**config.mk**
```make
export PLATFORM = sky130hd
export DESIGN_NAME = rt_access_ctrl_flat
export DESIGN_NICKNAME = d
export VERILOG_FILES = /design/src/rtl/rt_access_ctrl_if.sv /design/src/rtl/rt_access_ctrl.sv /design/src/flat_wrapper.sv
export SDC_FILE = /design/constraint.sdc
export NUM_CORES = 1
export LEC_CHECK = 0
export CORE_ASPECT_RATIO = 1.25
export CORE_MARGIN = 2
export CORE_UTILIZATION = 40
export DETAILED_ROUTE_END_ITERATION = 10
export GPL_ROUTABILITY_DRIVEN = 0
export PLACE_DENSITY = 0.83
export SYNTH_ARGS = -nofsm -noshare
export SYNTH_HDL_FRONTEND = slang
export SYNTH_SLANG_ARGS = --single-unit
```
**constraint.sdc**
```tcl
create_clock -name clk_i -period 3.1 [get_ports clk_i]
set_input_delay 0.62 -clock clk_i [delete_from_list [all_inputs] [get_ports clk_i]]
set_output_delay 0.62 -clock clk_i [all_outputs]
set_load 0.005 [all_outputs]
```
**src/rtl/rt_access_ctrl_if.sv**
```systemverilog
// rtl/rt_access_ctrl_if.sv - request-side bus between LiM request logic and the racetrack access controller
//
// Purpose: groups the single-word request/response handshake into one bundle.
// Signals:
//   req, we, tgt, addr, wdata   requester -> controller (req held until ack)
//   busy, ack, err, rdata       controller -> requester
// Modports: master = requester side, slave = controller side.
interface rt_access_ctrl_if #(
    parameter int AW = 8,
    parameter int W  = 32
);
    logic          req;
    logic          we;
    logic [1:0]    tgt;
    logic [AW-1:0] addr;
    logic [W-1:0]  wdata;
    logic          busy;
    logic          ack;
    logic          err;
    logic [W-1:0]  rdata;

    modport master (
        output req, we, tgt, addr, wdata,
        input  busy, ack, err, rdata
    );

    modport slave (
        input  req, we, tgt, addr, wdata,
        output busy, ack, err, rdata
    );
endinterface

```
**src/rtl/rt_access_ctrl.sv**
```systemverilog
// rtl/rt_access_ctrl.sv - racetrack array access controller: shortest-path shifting, write and timed read
//
// Purpose: turns one outstanding read/write request into word-line select, shift pulses,
// write enable and read current for the racetrack array, tracking the domain position of
// the data/mask/program track classes.
// Ports:
//   clk_i, rst_i          clock (rising edge), synchronous active-high reset
//   bus                   request bus (slave side): req/we/tgt/addr/wdata in, busy/ack/err/rdata out
//   word_lines_o          one-hot row select
//   shift_fwd_o/_bwd_o    per-class +1/-1 shift pulse, [0]=data [1]=mask [2]=program
//   wr_en_o, write_data_o per-class write enable and write data
//   rd_cur_o              per-class read current
//   r_data_i/_m_i/_p_i    array read-out buses for data/mask/program
module rt_access_ctrl #(
    parameter int Nb     = 32,
    parameter int Np     = 8,
    parameter int Nr     = 4,
    parameter int NMU    = 8,
    parameter int RD_LAT = 2,
    localparam int W     = Nr * NMU,
    localparam int RW    = $clog2(Nb),
    localparam int PW    = $clog2(Np),
    localparam int AW    = RW + PW
) (
    input  logic                 clk_i,
    input  logic                 rst_i,
    rt_access_ctrl_if.slave      bus,
    output logic [Nb-1:0]        word_lines_o,
    output logic [2:0]           shift_fwd_o,
    output logic [2:0]           shift_bwd_o,
    output logic [2:0]           wr_en_o,
    output logic [W-1:0]         write_data_o,
    output logic [2:0]           rd_cur_o,
    input  logic [W-1:0]         r_data_i,
    input  logic [W-1:0]         r_data_m_i,
    input  logic [W-1:0]         r_data_p_i
);
    localparam int CW = $clog2(RD_LAT + 1);

    typedef enum logic [2:0] {
        S_IDLE, S_SHIFT_P, S_SHIFT_G, S_WRITE, S_READ, S_DONE
    } state_t;

    state_t         state_q, state_d;
    logic           we_q, we_d;
    logic [1:0]     tgt_q, tgt_d;
    logic [RW-1:0]  row_q, row_d;
    logic           inv_q, inv_d;
    logic           fwd_q, fwd_d;
    logic [PW:0]    cnt_q, cnt_d;      // shifts still to issue
    logic [CW-1:0]  rd_cnt_q, rd_cnt_d;
    logic [W-1:0]   wdata_q, wdata_d;
    logic [W-1:0]   rdata_q, rdata_d;
    logic [PW-1:0]  pos_q [3];
    logic [PW-1:0]  pos_d [3];

    logic [PW-1:0]  req_pos, cur_pos, delta;
    logic [2:0]     tgt_oh;
    logic [W-1:0]   sel_rdata;

    assign req_pos = bus.addr[PW-1:0];
    assign tgt_oh  = 3'b001 << tgt_q;

    always_comb begin
        case (bus.tgt)
            2'd1:    cur_pos = pos_q[1];
            2'd2:    cur_pos = pos_q[2];
            default: cur_pos = pos_q[0];
        endcase
        case (tgt_q)
            2'd1:    sel_rdata = r_data_m_i;
            2'd2:    sel_rdata = r_data_p_i;
            default: sel_rdata = r_data_i;
        endcase
    end

    // Modular difference; wraps naturally because Np is a power of two.
    assign delta = req_pos - cur_pos;

    always_comb begin
        state_d  = state_q;
        we_d     = we_q;
        tgt_d    = tgt_q;
        row_d    = row_q;
        inv_d    = inv_q;
        fwd_d    = fwd_q;
        cnt_d    = cnt_q;
        rd_cnt_d = rd_cnt_q;
        wdata_d  = wdata_q;
        rdata_d  = rdata_q;
        pos_d    = pos_q;

        case (state_q)
            S_IDLE: begin
                if (bus.req) begin
                    we_d    = bus.we;
                    tgt_d   = bus.tgt;
                    row_d   = bus.addr[AW-1:PW];
                    wdata_d = bus.wdata;
                    inv_d   = (bus.tgt == 2'd3);
                    // Half-way tie goes forward.
                    fwd_d   = ({1'b0, delta} <= (PW+1)'(Np / 2));
                    cnt_d   = fwd_d ? {1'b0, delta} : {1'b0, PW'(0) - delta};
                    if (inv_d)
                        state_d = S_DONE;
                    else if (delta == '0)
                        state_d = bus.we ? S_WRITE : S_READ;
                    else
                        state_d = S_SHIFT_P;
                end
            end
            S_SHIFT_P: begin
                for (int i = 0; i < 3; i++) begin
                    if (tgt_q == 2'(i))
                        pos_d[i] = fwd_q ? pos_q[i] + PW'(1) : pos_q[i] - PW'(1);
                end
                cnt_d   = cnt_q - (PW+1)'(1);
                state_d = S_SHIFT_G;
            end
            S_SHIFT_G: begin
                if (cnt_q != '0)
                    state_d = S_SHIFT_P;
                else
                    state_d = we_q ? S_WRITE : S_READ;
            end
            S_WRITE: state_d = S_DONE;
            S_READ: begin
                if (rd_cnt_q == CW'(RD_LAT - 1)) begin
                    rdata_d  = sel_rdata;
                    rd_cnt_d = '0;
                    state_d  = S_DONE;
                end else begin
                    rd_cnt_d = rd_cnt_q + CW'(1);
                end
            end
            S_DONE:  state_d = S_IDLE;
            default: state_d = S_IDLE;
        endcase
    end

    always_ff @(posedge clk_i) begin
        if (rst_i) begin
            state_q  <= S_IDLE;
            we_q     <= 1'b0;
            tgt_q    <= 2'd0;
            row_q    <= '0;
            inv_q    <= 1'b0;
            fwd_q    <= 1'b0;
            cnt_q    <= '0;
            rd_cnt_q <= '0;
            wdata_q  <= '0;
            rdata_q  <= '0;
            for (int i = 0; i < 3; i++) pos_q[i] <= '0;
        end else begin
            state_q  <= state_d;
            we_q     <= we_d;
            tgt_q    <= tgt_d;
            row_q    <= row_d;
            inv_q    <= inv_d;
            fwd_q    <= fwd_d;
            cnt_q    <= cnt_d;
            rd_cnt_q <= rd_cnt_d;
            wdata_q  <= wdata_d;
            rdata_q  <= rdata_d;
            pos_q    <= pos_d;
        end
    end

    // Array drive decodes directly from the registered state, so a reset edge
    // silences every array output from the following cycle.
    always_comb begin
        word_lines_o = '0;
        shift_fwd_o  = '0;
        shift_bwd_o  = '0;
        wr_en_o      = '0;
        write_data_o = '0;
        rd_cur_o     = '0;
        if (state_q inside {S_SHIFT_P, S_SHIFT_G, S_WRITE, S_READ})
            word_lines_o = Nb'(1) << row_q;
        if (state_q == S_SHIFT_P) begin
            if (fwd_q) shift_fwd_o = tgt_oh;
            else       shift_bwd_o = tgt_oh;
        end
        if (state_q == S_WRITE) begin
            wr_en_o      = tgt_oh;
            write_data_o = wdata_q;
        end
        if (state_q == S_READ)
            rd_cur_o = tgt_oh;
    end

    assign bus.busy  = (state_q != S_IDLE);
    assign bus.ack   = (state_q == S_DONE);
    assign bus.err   = (state_q == S_DONE) && inv_q;
    assign bus.rdata = rdata_q;
endmodule

```
**src/flat_wrapper.sv**
```systemverilog
// flat-port wrapper written by rule: the top's interface ports become plain ports
module rt_access_ctrl_flat 
#(
    parameter int Nb     = 32,
    parameter int Np     = 8,
    parameter int Nr     = 4,
    parameter int NMU    = 8,
    parameter int RD_LAT = 2,
    localparam int W     = Nr * NMU,
    localparam int RW    = $clog2(Nb),
    localparam int PW    = $clog2(Np),
    localparam int AW    = RW + PW
)
  (clk_i, rst_i, word_lines_o, shift_fwd_o, shift_bwd_o, wr_en_o, write_data_o, rd_cur_o, r_data_i, r_data_m_i, r_data_p_i, bus_req, bus_we, bus_tgt, bus_addr, bus_wdata, bus_busy, bus_ack, bus_err, bus_rdata);
  rt_access_ctrl_if #(.AW(AW), .W(W)) bus_i ();
  input  logic clk_i;
  input  logic rst_i;
  output logic [Nb-1:0] word_lines_o;
  output logic [2:0] shift_fwd_o;
  output logic [2:0] shift_bwd_o;
  output logic [2:0] wr_en_o;
  output logic [W-1:0] write_data_o;
  output logic [2:0] rd_cur_o;
  input  logic [W-1:0] r_data_i;
  input  logic [W-1:0] r_data_m_i;
  input  logic [W-1:0] r_data_p_i;
  input wire logic [$bits(bus_i.req)-1:0] bus_req;
  input wire logic [$bits(bus_i.we)-1:0] bus_we;
  input wire logic [$bits(bus_i.tgt)-1:0] bus_tgt;
  input wire logic [$bits(bus_i.addr)-1:0] bus_addr;
  input wire logic [$bits(bus_i.wdata)-1:0] bus_wdata;
  output wire logic [$bits(bus_i.busy)-1:0] bus_busy;
  output wire logic [$bits(bus_i.ack)-1:0] bus_ack;
  output wire logic [$bits(bus_i.err)-1:0] bus_err;
  output wire logic [$bits(bus_i.rdata)-1:0] bus_rdata;
  assign bus_i.req = bus_req;
  assign bus_i.we = bus_we;
  assign bus_i.tgt = bus_tgt;
  assign bus_i.addr = bus_addr;
  assign bus_i.wdata = bus_wdata;
  assign bus_busy = bus_i.busy;
  assign bus_ack = bus_i.ack;
  assign bus_err = bus_i.err;
  assign bus_rdata = bus_i.rdata;
  rt_access_ctrl #(.Nb(Nb), .Np(Np), .Nr(Nr), .NMU(NMU), .RD_LAT(RD_LAT)) u_core (.clk_i(clk_i), .rst_i(rst_i), .bus(bus_i), .word_lines_o(word_lines_o), .shift_fwd_o(shift_fwd_o), .shift_bwd_o(shift_bwd_o), .wr_en_o(wr_en_o), .write_data_o(write_data_o), .rd_cur_o(rd_cur_o), .r_data_i(r_data_i), .r_data_m_i(r_data_m_i), .r_data_p_i(r_data_p_i));
endmodule
```
Word level (Yosys, flattened, before mapping)
Index checks and enable logic that the tools add are counted.
{"block": "totals", "reg_bits": 92, "in_bits": 142, "out_inout_bits": 111, "word_cells": 79}
{"block": "op_classes", "n_addsub": 10, "n_lt_le_gt_ge": 1, "n_eq_ne": 13, "n_shift": 2, "n_mux": 25, "n_reduce_logical": 15}
{"cell": "$mux W32", "n": 2}
{"cell": "$pmux W32 S2", "n": 1}
{"cell": "$mux W3", "n": 17}
{"cell": "$shl A1 B5 Y32 const A", "n": 1}
{"cell": "$pmux W3 S5", "n": 1}
{"cell": "$reduce_and A2 Y1", "n": 7}
{"cell": "$add A3 B1 Y3 const B", "n": 3}
{"cell": "$sub A3 B1 Y3 const B", "n": 3}
{"cell": "$pmux W4 S2", "n": 1}
{"cell": "$reduce_bool A4 Y1", "n": 2}
{"cell": "$eq A2 B1 Y1 const B", "n": 3}
{"cell": "$eq A2 B2 Y1 const B", "n": 3}
{"cell": "$eq A3 B2 Y1 const B", "n": 2}
{"cell": "$eq A3 B3 Y1 const B", "n": 2}
{"cell": "$logic_not A3 Y1", "n": 2}
{"cell": "$pmux W3 S2", "n": 1}
{"cell": "$mux W4", "n": 1}
{"cell": "$sub A4 B1 Y4 const B", "n": 1}
{"cell": "$eq A3 B1 Y1 const B", "n": 1}
{"cell": "$le A3 B3 Y1 const B", "n": 1}
{"cell": "$reduce_bool A3 Y1", "n": 1}
{"cell": "$shl A1 B2 Y3 const A", "n": 1}
{"cell": "$sub A1 B3 Y3 const A", "n": 1}
{"cell": "$sub A3 B3 Y3", "n": 1}
{"cell": "7 further kinds", "n": 7}

Depth between registers and ports, before layout
{"block": "depth", "word_depth": 8, "mapped_depth": 12, "ltp_nobuf": 12}

Worst setup path before layout
No wires, ideal clock.
{"block": "synth_path", "path_type": "in2reg", "from": "input port bus_tgt[0]", "to": "register u_core.cnt_q[2]", "setup_time_ps": 86, "arrival_time_ps": 2708, "required_time_ps": 3014, "path_slack_ps": 306, "stages": 11, "n_path_buf": 1, "path_cell_list": "inv_1 ha_1 o21ai_0 ha_1 inv_1 fa_1 xnor2_1 and3_4 buf_6 or3_1 a221oi_2"}
{"block": "synth_between", "elab_chain_len": 7, "word_cells_on_any_way": 9, "cone_classes": "add/sub: 2; order compare: 1; eq/ne: 2; mux: 4"}
{"element": "from (decl)", "line": "flat_wrapper.sv:29", "source": "input wire logic [$bits(bus_i.tgt)-1:0] bus_tgt;"}
{"element": "$eq A2 B2 Y1 or $eq A2 B1 Y1 (tied branches)", "line": "rt_access_ctrl.sv:65", "source": "case (bus.tgt)"}
{"element": "$pmux W3 S2 (*)", "line": "rt_access_ctrl.sv:65"}
{"element": "$sub A3 B3 Y3 (*)", "line": "rt_access_ctrl.sv:78", "source": "assign delta = req_pos - cur_pos;"}
{"element": "$sub A1 B3 Y3 or $le A3 B3 Y1 (tied branches)", "line": "rt_access_ctrl.sv:103, rt_access_ctrl.sv:102"}
{"element": "$mux W3 (*)", "line": "rt_access_ctrl.sv:103", "source": "cnt_d = fwd_d ? {1'b0, delta} : {1'b0, PW'(0) - delta};"}
{"element": "$mux W4 (*)", "line": "rt_access_ctrl.sv:95", "source": "if (bus.req) begin"}
{"element": "$pmux W4 S2 (*)", "line": "rt_access_ctrl.sv:93", "source": "case (state_q)"}
{"element": "to (signal assigned)", "line": "rt_access_ctrl.sv:161", "source": "cnt_q <= cnt_d;"}
{"element": "to (decl)", "line": "rt_access_ctrl.sv:50", "source": "logic [PW:0] cnt_q, cnt_d;"}
Mark *: on every way between the ends. The rest lies on a longest branch, timed or not. The select of a mux whose other input is x is not followed.
A chain may end at the register's enable or synchronous reset.

Worst setup path in the final report
{"block": "layout_path", "from": "register u_core.state_q[0]", "to": "output port word_lines_o[2]"}
{"block": "layout_between", "elab_chain_len": 3, "word_cells_on_any_way": 6, "cone_classes": "eq/ne: 4; mux: 1; reduce/logical: 1"}
{"element": "from (decl)", "line": "rt_access_ctrl.sv:44", "source": "state_t state_q, state_d;"}
{"element": "from (signal assigned)", "line": "rt_access_ctrl.sv:155", "source": "state_q <= state_d;"}
{"element": "$eq A3 B1 Y1, or another cell as far along", "line": "rt_access_ctrl.sv:178", "source": "if (state_q inside {S_SHIFT_P, S_SHIFT_G, S_WRITE, S_READ})"}
{"element": "$reduce_bool A4 Y1 (*)", "line": "rt_access_ctrl.sv:178"}
{"element": "$mux W32 (*)", "line": "rt_access_ctrl.sv:178"}
{"element": "to (decl)", "line": "flat_wrapper.sv:18", "source": "output logic [Nb-1:0] word_lines_o;"}
Mark *: on every way between the ends. The rest lies on a longest branch, timed or not.

==> impl_metrics.tcl <==
set metrics [dict create \
    use_met1_pct 27.2 \
    drive_above_1_share_pct 5.97 \
    slowest_stage "or3b_2" \
    vias_per_cell 5.20 \
    cts_buffer_depth 2 \
    peakVddDrop_mv 0.364 \
    setup_viol 0 \
    rows 45 \
    yosys.area_share.adder_pct 4.19 \
    coreArea_mm2 0.0120 \
    met3_usage_pct 5.02 \
    dr.pass1.iters 4 \
    synth-simple-area-share_pct 27.8 \
    synth.avg_cell_area_um2 7.45 \
    cts_sinks 92 \
    path_buf_inv 1 \
    cts_made_buffers 9 \
    drv_cap 0 \
    crit_fanout 8 \
    ys.flop_type "dfxtp_1" \
    dieHeight_um 128 \
    final_common_cell "clkdlybuf4s50_1" \
    overflow 0 \
    start_util_pct 40.6 \
    place_hpwl_um 12400 \
    cp.required_ns 2.48 \
    final_critical_path_setup_slack_ns 0.153 \
    yosysUniqueCellTypes 48 \
    htree_levels 3 \
    seq_area_frac_synth_pct 37.6 \
    dr_total_vias 5468 \
    crit-reg2reg-launch "u_core.pos_q[0]$_SDFFE_PP0P_" \
    ctsHoldBuffers 0 \
    clkSlewWorstSetupHoldPaths_ns 0.07 \
    grt_first_pass_wirelength_um 25900 \
    synth_xor_area_share_pct 2.15 \
    drc 0 \
    root_buffer "clkbuf_16" \
    synth_top_family_by_area "simple AND/OR/NAND/NOR gates" \
    relSlewSlack_pct 22.5 \
    top_usage_layer "met2" \
    min_path_type "flip-flop to flip-flop" \
    timing.critical_path.slowest_cell_delay_ns 0.60 \
    grt.total_usage_pct 24.7 \
    ff2ff_path_depth 10 \
    end_kind "output port" \
    io_buffers 252 \
    cp.depth 5 \
    finalCritPeriodShare_pct 95.1 \
    fin_worst_skew_ns 0.00695 \
    p_total_mw 4.84 \
    initialDrtViolationCount 247 \
    async_flop_share_pct 0 \
    outcome "completed" \
    area_growth_pct 61.3 \
    antenna_cells 0 \
    synth_area_mm2 0.00490 \
    crit_type "flip-flop to output port" \
    rsz0062_at_grt "false" \
    cpMostUsedCell "nor2_1" \
    die_area_mm2 0.0131 \
    grt_start_max_net_pins 49 \
    syn_nets 813 \
    path_cells "nor2_1 -> xnor2_1 -> or3b_2 -> nor2_1 -> clkdlybuf4s50_1" \
    p_per_area_mw_per_mm2 613 \
    post_cts_buffers 0 \
    synth_compound_area_share_pct 21.8 \
    wl_per_cell_um 15.8 \
    wl_um 16600 \
    whs_path_depth 2 \
    cts_tree "done" \
    cts_resized 0 \
    synth_edf_count 0 \
    p_leak_nw 2.89 \
    ys_warn_count 0 \
    startpoint "u_core.state_q[0]$_SDFFE_PP0P_" \
    grt_pass1_vias 5231 \
    clock.fmax_ghz 0.339 \
    drv_slew 0 \
    layout_common_cells "clkdlybuf4s50_1 (251), nand2_1 (160), dfxtp_1 (92)" \
    cp-start-kind "flip-flop" \
    clk_latency_ns 0.34 \
    final.min_clock_period_ns 2.95 \
    muxShareOfSynthArea_pct 0.230 \
    finalHoldViolCount 0 \
    grt_util_met2_pct 45.2 \
    ys_ff_latch 92 \
    synth_cells 657 \
    postRouteAntennaNets 0 \
    final_nets 1040 \
    chipWidth_um 103 \
    worstHoldStart "u_core.rd_cnt_q[1]$_SDFFE_PP0P_" \
    worstMarginPinSlew_ns 1.16 \
    cp.arrival_ns 2.33 \
    antenna_found_initial 0 \
    io_pins 253 \
    critPathTopFamily "simple AND/OR/NAND/NOR gates" \
    dp_slack_ns -0.295 \
]
-- where the power goes --
group          switching [mW]  internal [mW]  total (mW)
logic                    1.18          0.878        2.05
registers               0.154           1.39        1.54
clock network           0.459          0.786        1.25
-- worst register-to-register path: cells and delay by family, from the launching register on --
kind | cells | cell delay [ns]
simple gates | 2 | 0.46
flops | 1 | 0.42
fa+ha+maj | 3 | 0.93
buf+inv | 2 | 0.10
compound gates | 3 | 0.33
-- flip-flops by register name, summed over array words and instances (netlist names) --
register          count
u_core.fwd_q          1
u_core.state_q        3
u_core.row_q          5
u_core.wdata_q       32
u_core.inv_q          1
u_core.pos_q          9
u_core.cnt_q          4
u_core.tgt_q          2
u_core.rd_cnt_q       2
u_core.bus.rdata     32
u_core.we_q           1
-- cell usage after synthesis, types with 2 or more instances --
| library cell | number | area (µm²) |
|---|---|---|
| o21ai_0 | 3 | 15.0 |
| nor3_1 | 2 | 10.0 |
| buf_2 | 9 | 45.0 |
| nand3_1 | 6 | 30.0 |
| nor4b_1 | 2 | 17.5 |
| ha_1 | 10 | 125 |
| nor4_1 | 2 | 12.5 |
| or3_1 | 3 | 18.8 |
| inv_1 | 14 | 52.6 |
| or3b_2 | 4 | 35.0 |
| and2_1 | 4 | 25.0 |
| a21oi_1 | 80 | 400 |
| xnor2_1 | 8 | 70.1 |
| o22ai_1 | 3 | 18.8 |
| nor2_1 | 54 | 203 |
| clkbuf_1 | 43 | 161 |
| dfxtp_1 | 92 | 1840 |
| nor2b_1 | 2 | 12.5 |
| a31oi_1 | 3 | 18.8 |
| nand2b_1 | 3 | 18.8 |
| xor2_1 | 4 | 35.0 |
| nand3b_1 | 5 | 37.5 |
| nand4_1 | 2 | 12.5 |
| buf_4 | 2 | 15.0 |
| a22oi_1 | 34 | 255 |
| fa_1 | 4 | 80.1 |
| buf_1 | 4 | 15.0 |
| and3_1 | 39 | 244 |
| nand2_1 | 160 | 601 |
| a211oi_1 | 2 | 15.0 |
| o211ai_1 | 37 | 278 |
-- metal layers --
| metal | routed length, µm | vias up |
|---|---|---|
| met5 | 0 | - |
| met4 | 463 | 0 |
| met3 | 1300 | 29 |
| met2 | 8510 | 209 |
| met1 | 6330 | 2515 |
| li1 | - | 2715 |
-- worst paths after layout --
kind                                                   endpoint  slack [ns]
worst max-delay path                            word_lines_o[2]        0.15
worst min-delay path            u_core.rd_cnt_q[1]$_SDFFE_PP0P_        0.44
worst max register to register     u_core.cnt_q[1]$_SDFFE_PP0P_        0.79
worst min register to register  u_core.rd_cnt_q[1]$_SDFFE_PP0P_        0.44
-- logic make-up after synthesis --
group,count (synthesis)
XOR/XNOR,12
flip-flops,92
AO/OA/AOI/OAI,169
multiplexers,1
adder cells (fa/ha/maj),14
AND/OR/NAND/NOR,296
buffers and inverters,73
-- per-stage QoR --
stage	hold WS, ns	setup TNS, ns	instances	utilization, %	cell area [µm²]
global placement	0.414	-0.602	1037	62.7	7550
floorplan	0.403	0	657	-	4900
CTS	0.433	0	1052	65.4	7880
finish	0.444	0	1052	65.6	7900
detailed placement	0.421	-1.32	1037	62.7	7550
global route	0.464	0	1052	65.6	7900
-- area by class of cell --
type	instances	area (µm²)
flip-flops and latches	92	1840
repair buffers	275	2690
inverters	14	52.6
clock buffers	11	233
fillers	1062	4150
clock inverters	4	98.8
multi-input cells	492	2780
well taps	164	205
No activity file was read; power rests on OpenSTA's default activity.
